**src/rtl/multi_digit_timer_pkg.sv**
```systemverilog
`default_nettype none
// ============================================================================
// Module   : multi_digit_timer_pkg
// Brief    : Shared state encoding and hex-to-7-segment table for the
//            multi-digit event timer.
// Revision : 1.0 - initial release
// ============================================================================
package multi_digit_timer_pkg;

  // Timer FSM state encoding (3-bit, exported on the state port)
  typedef enum logic [2:0] {
    ST_IDLE  = 3'b000,
    ST_COUNT = 3'b001,
    ST_HOLD  = 3'b010,
    ST_BUZZ  = 3'b011,
    ST_WRAP  = 3'b100
  } state_e;

  // Segment patterns {g,f,e,d,c,b,a}, active-high; entry 15 first
  localparam logic [15:0][6:0] SEG_TABLE = {
    7'b1110001,  // F
    7'b1111001,  // E
    7'b1011110,  // d
    7'b0111001,  // C
    7'b1111100,  // b
    7'b1110111,  // A
    7'b1101111,  // 9
    7'b1111111,  // 8
    7'b0000111,  // 7
    7'b1111101,  // 6
    7'b1101101,  // 5
    7'b1100110,  // 4
    7'b1001111,  // 3
    7'b1011011,  // 2
    7'b0000110,  // 1
    7'b0111111   // 0
  };

  localparam logic [6:0] SEG_ZERO = 7'b0111111;

  // Table lookup for a single hex nibble
  function automatic logic [6:0] seg_decode(input logic [3:0] nib);
    return SEG_TABLE[nib];
  endfunction

endpackage : multi_digit_timer_pkg
`default_nettype wire

```
**src/rtl/multi_digit_timer_seg7_scan.sv**
```systemverilog
`default_nettype none
// ============================================================================
// Module   : seg7_scan
// Brief    : Multiplexed 7-segment driver. Holds each digit for SCAN_DIV
//            cycles, rotates the one-hot select, picks the matching counter
//            nibble and decodes it. Select and segments are registered
//            together so they always change in the same cycle.
// Revision : 1.0 - initial release
// ============================================================================
module seg7_scan
  import multi_digit_timer_pkg::*;
#(
  parameter int CNT_W      = 8,
  parameter int NUM_DIGITS = 4,
  parameter int SCAN_DIV   = 4
) (
  input  logic                  clk,
  input  logic                  reset,
  input  logic [CNT_W-1:0]      count,
  output logic [6:0]            seg_display,
  output logic [NUM_DIGITS-1:0] digit_select
);

  localparam int DIV_W = (SCAN_DIV > 1) ? $clog2(SCAN_DIV) : 1;
  localparam int IDX_W = (NUM_DIGITS > 1) ? $clog2(NUM_DIGITS) : 1;

  logic [DIV_W-1:0]      div_q, div_d;
  logic [IDX_W-1:0]      idx_q, idx_d;
  logic [6:0]            seg_q;
  logic [NUM_DIGITS-1:0] dsel_q;

  logic [31:0]           w_padded;
  logic [4:0]            w_bitpos;
  logic [3:0]            w_nibble;

  // Scan divider and digit rotation
  always_comb begin
    div_d = div_q + 1'b1;
    idx_d = idx_q;
    if (div_q == DIV_W'(SCAN_DIV - 1)) begin
      div_d = '0;
      if (idx_q == IDX_W'(NUM_DIGITS - 1)) begin
        idx_d = '0;
      end else begin
        idx_d = idx_q + 1'b1;
      end
    end
  end

  // Nibble for the upcoming digit; digits beyond the counter width read zero
  always_comb begin
    w_padded = 32'(count);
    w_bitpos = {3'(idx_d), 2'b00};
    w_nibble = w_padded[w_bitpos +: 4];
  end

  // Registered scan state, digit select and segment pattern
  always_ff @(posedge clk) begin
    if (reset) begin
      div_q  <= '0;
      idx_q  <= '0;
      seg_q  <= SEG_ZERO;
      dsel_q <= NUM_DIGITS'(1);
    end else begin
      div_q  <= div_d;
      idx_q  <= idx_d;
      seg_q  <= seg_decode(w_nibble);
      dsel_q <= NUM_DIGITS'(1) << idx_d;
    end
  end

  assign seg_display  = seg_q;
  assign digit_select = dsel_q;

endmodule : seg7_scan
`default_nettype wire

```
**src/rtl/multi_digit_timer.sv**
```systemverilog
`default_nettype none
// ============================================================================
// Module   : multi_digit_timer
// Brief    : Event counter with terminal-count buzzer, LED bank and a
//            multiplexed hex 7-segment display.
//            Build option MULTI_DIGIT_TIMER_BUZZ_PWM_EN: buzzer is a square
//            wave (1,1,0,0,...) during BUZZ instead of a steady 1.
// Revision : 1.0 - initial release
// ============================================================================
module multi_digit_timer
  import multi_digit_timer_pkg::*;
#(
  parameter int CNT_W       = 8,
  parameter int NUM_DIGITS  = 4,
  parameter int SCAN_DIV    = 4,
  parameter int LED_W       = 8,
  parameter int BUZZ_CYCLES = 16
) (
  input  logic                  clk,
  input  logic                  reset,
  input  logic                  enable,
  input  logic [CNT_W-1:0]      limit,
  input  logic                  led_mode,
  output logic [6:0]            seg_display,
  output logic [NUM_DIGITS-1:0] digit_select,
  output logic [LED_W-1:0]      leds,
  output logic                  buzzer,
  output logic [2:0]            state,
  output logic [CNT_W-1:0]      counter
);

  // At least two bits so the PWM phase bit always exists
  localparam int BW = ($clog2(BUZZ_CYCLES) < 2) ? 2 : $clog2(BUZZ_CYCLES);

  state_e           state_q, state_d;
  logic [CNT_W-1:0] counter_q, counter_d;
  logic [BW-1:0]    buzz_cnt_q, buzz_cnt_d;
  logic             w_buzz_done;

  logic [LED_W-1:0] leds_q, leds_d;
  logic             buzzer_q, buzzer_d;
  logic [LED_W-1:0] w_led_bin, w_led_walk;
  logic [31:0]      w_led_bit;

  assign w_buzz_done = (buzz_cnt_q == BW'(BUZZ_CYCLES - 1));

  // State, counter and BUZZ timer registers
  always_ff @(posedge clk) begin
    if (reset) begin
      state_q    <= ST_IDLE;
      counter_q  <= '0;
      buzz_cnt_q <= '0;
    end else begin
      state_q    <= state_d;
      counter_q  <= counter_d;
      buzz_cnt_q <= buzz_cnt_d;
    end
  end

  // Next-state, counter and BUZZ timer logic
  always_comb begin
    state_d   = state_q;
    counter_d = counter_q;
    case (state_q)
      ST_IDLE: begin
        counter_d = '0;
        if (enable) state_d = ST_COUNT;
      end
      ST_COUNT: begin
        // Terminal count wins over a dropped enable
        if (counter_q == limit) begin
          state_d = ST_BUZZ;
        end else if (enable) begin
          counter_d = counter_q + 1'b1;
        end else begin
          state_d = ST_HOLD;
        end
      end
      ST_HOLD: begin
        if (enable) state_d = ST_COUNT;
      end
      ST_BUZZ: begin
        // Counter is cleared on the way out so WRAP already shows zero
        if (w_buzz_done) begin
          state_d   = ST_WRAP;
          counter_d = '0;
        end
      end
      ST_WRAP: begin
        counter_d = '0;
        state_d   = enable ? ST_COUNT : ST_IDLE;
      end
      default: begin
        state_d   = ST_IDLE;
        counter_d = '0;
      end
    endcase

    // Timer restarts at zero on every BUZZ entry
    buzz_cnt_d = '0;
    if (state_d == ST_BUZZ && state_q == ST_BUZZ) begin
      buzz_cnt_d = buzz_cnt_q + 1'b1;
    end
  end

  // LED and buzzer values computed from next state so they align with it
  always_comb begin
    w_led_bin  = LED_W'(counter_d);
    w_led_bit  = 32'(counter_d) % LED_W;
    w_led_walk = LED_W'(1) << w_led_bit;

    leds_d   = '0;
    buzzer_d = 1'b0;
    if (state_d != ST_IDLE) begin
      leds_d = led_mode ? w_led_walk : w_led_bin;
    end
    if (state_d == ST_BUZZ) begin
`ifdef MULTI_DIGIT_TIMER_BUZZ_PWM_EN
      buzzer_d = ~buzz_cnt_d[1];
`else
      buzzer_d = 1'b1;
`endif
    end
  end

  // Registered LED bank and buzzer
  always_ff @(posedge clk) begin
    if (reset) begin
      leds_q   <= '0;
      buzzer_q <= 1'b0;
    end else begin
      leds_q   <= leds_d;
      buzzer_q <= buzzer_d;
    end
  end

  seg7_scan #(
    .CNT_W      (CNT_W),
    .NUM_DIGITS (NUM_DIGITS),
    .SCAN_DIV   (SCAN_DIV)
  ) u_scan (
    .clk          (clk),
    .reset        (reset),
    .count        (counter_q),
    .seg_display  (seg_display),
    .digit_select (digit_select)
  );

  assign state   = state_q;
  assign counter = counter_q;
  assign leds    = leds_q;
  assign buzzer  = buzzer_q;

endmodule : multi_digit_timer
`default_nettype wire

```
**config.mk**
```make
export PLATFORM = sky130hd
export DESIGN_NAME = multi_digit_timer
export DESIGN_NICKNAME = d
export VERILOG_FILES = /design/src/rtl/multi_digit_timer_pkg.sv /design/src/rtl/multi_digit_timer_seg7_scan.sv /design/src/rtl/multi_digit_timer.sv
export SDC_FILE = /design/constraint.sdc
export NUM_CORES = 1
export LEC_CHECK = 0
export CAP_MARGIN = 20
export CORE_AREA = 2 2 77 108
export DETAILED_ROUTE_END_ITERATION = 10
export DIE_AREA = 0 0 79 110
export GPL_TIMING_DRIVEN = 0
export PLACE_DENSITY = 0.47
export SLEW_MARGIN = 5
export SYNTH_ARGS = -nofsm -noshare
export SYNTH_HDL_FRONTEND = slang
export SYNTH_SLANG_ARGS = --single-unit
```
**constraint.sdc**
```tcl
create_clock -name clk -period 7.25 [get_ports clk]
set_input_delay 1.45 -clock clk [delete_from_list [all_inputs] [get_ports clk]]
set_output_delay 1.45 -clock clk [all_outputs]
set_load 0.01 [all_outputs]
```
# Word-level counts from Yosys, hierarchy flattened
# Memory sizes are Yosys's and may differ from the RTL's. A register that Yosys moved wholly into a read port is not among the register bits.
# Cells that the tools add are included.
# W data, S select, Z words.
[op_classes]
add_sub_neg = 4
n_eq_ne = 9
n_shift = 3
muxes = 14
n_bitwise = 2
reduce_logical = 7
[ops]
columns = ["op", "count"]
rows = [
  ["$mux W8", 4],
  ["$shiftx A32 B5 Y4", 1],
  ["$pmux W8 S3", 1],
  ["$mux W3", 4],
  ["$pmux W3 S4", 1],
  ["$eq A3 B2 Y1 const B", 3],
  ["$add A8 B1 Y8 const B", 1],
  ["$eq A8 B8 Y1", 1],
  ["$reduce_or A2 Y1", 4],
  ["$shl A1 B3 Y8 const A", 1],
  ["$add A2 B1 Y2 const B", 2],
  ["$add A4 B1 Y4 const B", 1],
  ["$eq A2 B2 Y1 const B", 2],
  ["$eq A4 B4 Y1 const B", 1],
  ["$mux W2", 2],
  ["$shl A1 B2 Y4 const A", 1],
  ["$eq A3 B1 Y1 const B", 1],
  ["$eq A3 B3 Y1 const B", 1],
  ["$logic_not A3 Y1", 1],
  ["$reduce_bool A3 Y1", 1],
  ["$mux W1", 2],
  ["$not A1 Y1", 2],
  ["$logic_and A1 B1 Y1", 1],
]
[word_totals]
ff_bits = 32
rom_bits = 112
in_bits = 12
output_inout_bits = 31
wordCells = 48
mem_count = 1
[memory_table]
columns = ["name", "words", "word_bits", "read_ports", "rd_ports_with_merged_regs", "write_ports", "line", "text"]
rows = [
  ["(no name shown)", 16, 7, 1, 1, 0, "multi_digit_timer_pkg.sv:43", "return SEG_TABLE[nib];"],
]

# Depth between registers and ports, before layout
[depth]
word_depth = 7
mapped_depth = 11
depth_no_buf = 10

# By module
# Synthesis repeated with hierarchy kept, for this count alone.
[hier_totals]
cells_unflattened = 221
area_unflattened_um2 = 2024.4
[modules_own_cells]
columns = ["module", "instances", "cells_per_inst", "area_per_inst_um2", "seq_area_each_um2"]
rows = [
  ["multi_digit_timer", 1, 134, 1211.2, 480.5],
  ["seg7_scan", 1, 87, 813.3, 300.3],
]

# Worst setup path after synthesis
# OpenSTA, ideal clock, no wires.
[synth_timing]
path_kind = "input to register"
start = "input limit[2]"
end = "register counter_q[4] (netlist: counter[4])"
setup_ps = 65
arrival_ps = 2624
required_ps = 7185
setup_slack_ps = 4560
cell_stages = 6
n_path_buf = 0
cell_sequence = "xnor2_1 > nand4_2 > o21ai_4 > nor3_1 > a2111oi_2 > nor2b_1"
[synth_between]
elab_chain_len = 3
[synth_lines]
columns = ["element", "line", "text"]
rows = [
  ["from (decl)", "multi_digit_timer.sv:22", "input logic [CNT_W-1:0] limit,"],
  ["$eq A8 B8 Y1", "multi_digit_timer.sv:71", "if (counter_q == limit) begin"],
  ["$mux W8", "multi_digit_timer.sv:71", ""],
  ["$pmux W8 S3", "multi_digit_timer.sv:64", "case (state_q)"],
  ["to (signal assigned)", "multi_digit_timer.sv:55", "counter_q <= counter_d;"],
  ["to (decl)", "multi_digit_timer.sv:36", "logic [CNT_W-1:0] counter_q, counter_d;"],
]
# No other way between the ends.
# A chain may end at the register's enable or synchronous reset.

# Worst setup path after layout
[layout_timing]
start = "input limit[2]"
end = "register leds_q[4] (netlist: leds[4])"
[layout_between]
elab_chain_len = 6
word_cells_on_any_way = 10
cone_classes = "eq/ne: 1; shift: 1; mux: 5; bitwise: 1; reduce/logical: 2"
[layout_lines]
columns = ["element", "line", "text"]
rows = [
  ["$eq A8 B8 Y1 *", "multi_digit_timer.sv:71", ""],
  ["$mux W3", "multi_digit_timer.sv:71", ""],
  ["$pmux W3 S4", "multi_digit_timer.sv:64", ""],
  ["$reduce_bool A3 Y1", "multi_digit_timer.sv:114", "if (state_d != ST_IDLE) begin"],
  ["$not A1 Y1 (no source line)", "n/a", ""],
  ["$reduce_or A2 Y1 (no source line)", "n/a", ""],
  ["to (signal assigned)", "multi_digit_timer.sv:132", "leds_q <= leds_d;"],
  ["to (decl)", "multi_digit_timer.sv:40", "logic [LED_W-1:0] leds_q, leds_d;"],
]
# Mark *: on every way between the ends. The rest lies on a longest branch, timed or not.

==> flow_metrics.py <==
metrics = {
    "outcome": {
        "status": "finished clean",
    },
    "power": {
        "p_seq_share_pct": 52.9,
        "leakagePower_uw": 0.001003,
        "power.density_mw_per_mm2": 145.6,
        "swShare_pct": 24.46,
        "p_clk_share_pct": 36.0,
        "power_frac_comb_pct": 11.1,
        "power.switching_uw": 101.9,
        "internal_power_uw": 314.7,
        "finalPower_uw": 416.6,
        "vdd_drop_max_v": 0.00006562,
    },
    "yosys": {
        "synth_ff_type": "dfxtp_1",
        "yosysUniqueCellTypes": 58,
        "synth-seq-cells": 39,
        "netlist_area_sq_mm": 0.002248,
        "synth_edf_count": 0,
        "ys_seq_area_share_pct": 34.72,
        "yosys_warnings": 0,
        "async_flop_share_pct": 0,
        "syn_area_per_cell_sq_um": 9.253,
        "syn_inst": 243,
        "synth_fp_nets": 266,
    },
    "final_layout": {
        "final_common_cell": "clkdlybuf4s50_1",
        "syn_to_final_growth_pct": 27.27,
        "layout-drive-gt1-share_pct": 13.10,
        "fin_area_sq_mm": 0.002861,
        "final_cell_mix": "clkdlybuf4s50_1 (40), dfxtp_1 (39), nor2_1 (20), nand2_1 (20), ha_1 (11)",
        "nets": 313,
        "n_fill_cell": 802,
        "antenna_cells": 0,
    },
    "timing": {
        "period_minus_slack_ns": 3.192,
        "fin_tns_setup_ns": 0,
        "rsz0062_at_grt": "false",
        "report.final.slew_viol_count": 0,
        "setup_violations": 0,
        "slew_headroom_pct": 61.75,
        "finalHoldViolCount": 0,
        "fin_crit_sh_pct": 44.02,
        "finClkSkew_ns": 0.005823,
        "tightest_slew_ns": 0.5738,
        "fmax_mhz": 313.3,
    },
    "floorplanning": {
        "start_util_pct": 29.19,
        "dieArea_sq_mm": 0.008690,
        "core.rowCount": 38,
        "die_h_um": 110,
        "coreArea_sq_mm": 0.007702,
        "die_w_um": 79,
        "ios": 43,
    },
    "routing": {
        "drtIter0Drc": 100,
        "avgViaCountPerCell": 4.992,
        "drc_errors": 0,
        "ant_nets": 0,
        "dr.pass1.iters": 4,
        "wirelength_um": 5658,
        "detail_route.wl_per_cell_um": 14.51,
        "vias": 1947,
    },
    "grt": {
        "grtUsageTotal_pct": 14.22,
        "grt-ovfl-total": 0,
        "grt_max_degree": 12,
        "grt_pass1_wl_um": 9646,
        "antenna_found_initial": 0,
        "grt_pass1_vias": 1921,
    },
    "clocking": {
        "cts_tree": "built",
        "clk-insertion-delay-late_ns": 0.29,
        "cts_max_level": 2,
        "cts_setup_buffers": 0,
        "cts.sinks": 39,
        "clkSlewWorstSetupHoldPaths_ns": 0.07,
        "root_buffer": "clkbuf_8",
        "ctsHoldBuffers": 0,
        "cts_buffers": 5,
        "clockBufferDepth": 2,
        "cts_repair_resize_count": 0,
    },
    "setup_path": {
        "arrival_ns": 3.41,
        "cp_cell_sequence": "clkdlybuf4s50_1, xnor2_1, nand4_2, o21ai_4, nor3_1, a2111oi_2, o2bb2ai_1",
        "cp_top_family": "compound AO/OA/AOI/OAI gates",
        "crit_fanout": 8,
        "critical_path_class": "in -> reg",
        "path_buf_inv": 1,
        "crit_slowest_cell": "clkdlybuf4s50_1",
        "start_kind": "input pin",
        "cp.required_ns": 7.47,
        "endpoint_kind": "flip-flop",
        "max_stage_delay_ns": 0.42,
    },
    "place": {
        "dp_hpwl_um": 4335,
        "placed_cell_area_sq_mm": 0.002774,
        "portBuffers": 40,
        "place_congestion": 0.8325,
    },
    "hold_path": {
        "min_path_type": "reg -> reg",
    },
    "run": {
        "max-cap-violations": 0,
    },
}
[per-layer routing]
metal | share of wire [%] | up-vias | routed length, um | global-route usage, %
met4 | 1.7 | 0 | 99 | 7.882
met2 | 50 | 56 | 2812 | 22.70
met3 | 5.1 | 6 | 286 | 3.257
met5 | 0 | - | 0 | 0
met1 | 43 | 896 | 2460 | 17.68
li1 | - | 989 | - | -
[kinds of logic (layout without fill, tap and decap cells)]
group / Yosys count / in the layout / synth area share (%)
AND/OR/NAND/NOR: 100 / 100 / 25.32
AO/OA/AOI/OAI: 55 / 55 / 18.53
flip-flops: 39 / 39 / 34.72
buffers and inverters: 20 / 67 / 6.177
adder cells (fa/ha/maj): 11 / 11 / 6.121
XOR/XNOR: 10 / 10 / 4.897
multiplexers: 8 / 8 / 4.229
[Yosys cell counts, types with 4 or more instances]
cell	n	share of area (%)
dfxtp_1	39	35
nand2_1	20	3.3
nor2_1	20	3.3
ha_1	11	6.1
nand3_1	10	2.2
a211oi_1	7	2.3
a21oi_1	6	1.3
buf_6	6	3.0
nor3_1	6	1.3
o21ai_0	6	1.3
xnor2_1	6	2.3
buf_4	5	1.7
inv_1	5	0.83
mux2i_1	5	2.2
nand2b_1	5	1.4
nand4_1	5	1.4
o211ai_1	5	1.7
a31oi_1	4	1.1
clkbuf_1	4	0.67
nor2b_1	4	1.1
nor3b_1	4	1.3
nor4_1	4	1.1
o22ai_1	4	1.1
[flip-flops by register name (all words and copies together) (netlist names), 2 cells and up]
| register | flops |
|---|---|
| u_scan.div_q | 2 |
| u_scan.seg_display | 7 |
| counter | 8 |
| leds | 8 |
| u_scan.idx_q | 2 |
| u_scan.digit_select | 4 |
| buzz_cnt_q | 4 |
| state | 3 |
[layout make-up]
cell class              instances  area (sq um)  area share [%]
multi-input cells             184          1329           46.44
flip-flops and latches         39         780.7           27.28
repair buffers                 40         400.4           13.99
well taps                     100         125.1           4.373
plain buffers                  15         120.1           4.198
clock buffers                   6         82.58           2.886
inverters                       5         18.77          0.6559
clock inverters                 1         5.005          0.1749
[worst paths after layout]
kind / from / slack [ns] / endpoint / depth (start not counted)
max: limit[2] / 4.06 / leds[4] / 7
min: u_scan.div_q[0] / 0.43 / u_scan.div_q[0] / 1
max reg2reg: u_scan.div_q[0] / 4.59 / u_scan.seg_display[3] / 10
min reg2reg: u_scan.div_q[0] / 0.43 / u_scan.div_q[0] / 1
[per-stage QoR]
stage | cells | hold WS, ns | setup slack (ns) | utilization, %
after floorplan | 243 | 0.4043 | 4.560 | -
after global placement | 383 | 0.4146 | 3.728 | 36.01
after detailed placement | 383 | 0.4260 | 3.779 | 36.01
after CTS | 390 | 0.4371 | 4.071 | 37.15
after global routing | 390 | 0.4524 | 3.856 | 37.15
final | 390 | 0.4301 | 4.058 | 37.15
[power by group through the flow]
stage / Combinational, uW / Clock [uW] / Sequential (uW)
floorplan: 28.2 / 0 / 226
global placement: 46.2 / 0 / 225
detailed placement: 46.4 / 0 / 225
CTS: 46.7 / 159 / 220
global route: 51.6 / 165 / 221
finish: 46.2 / 150 / 220
(Power assumes the default switching activity.)
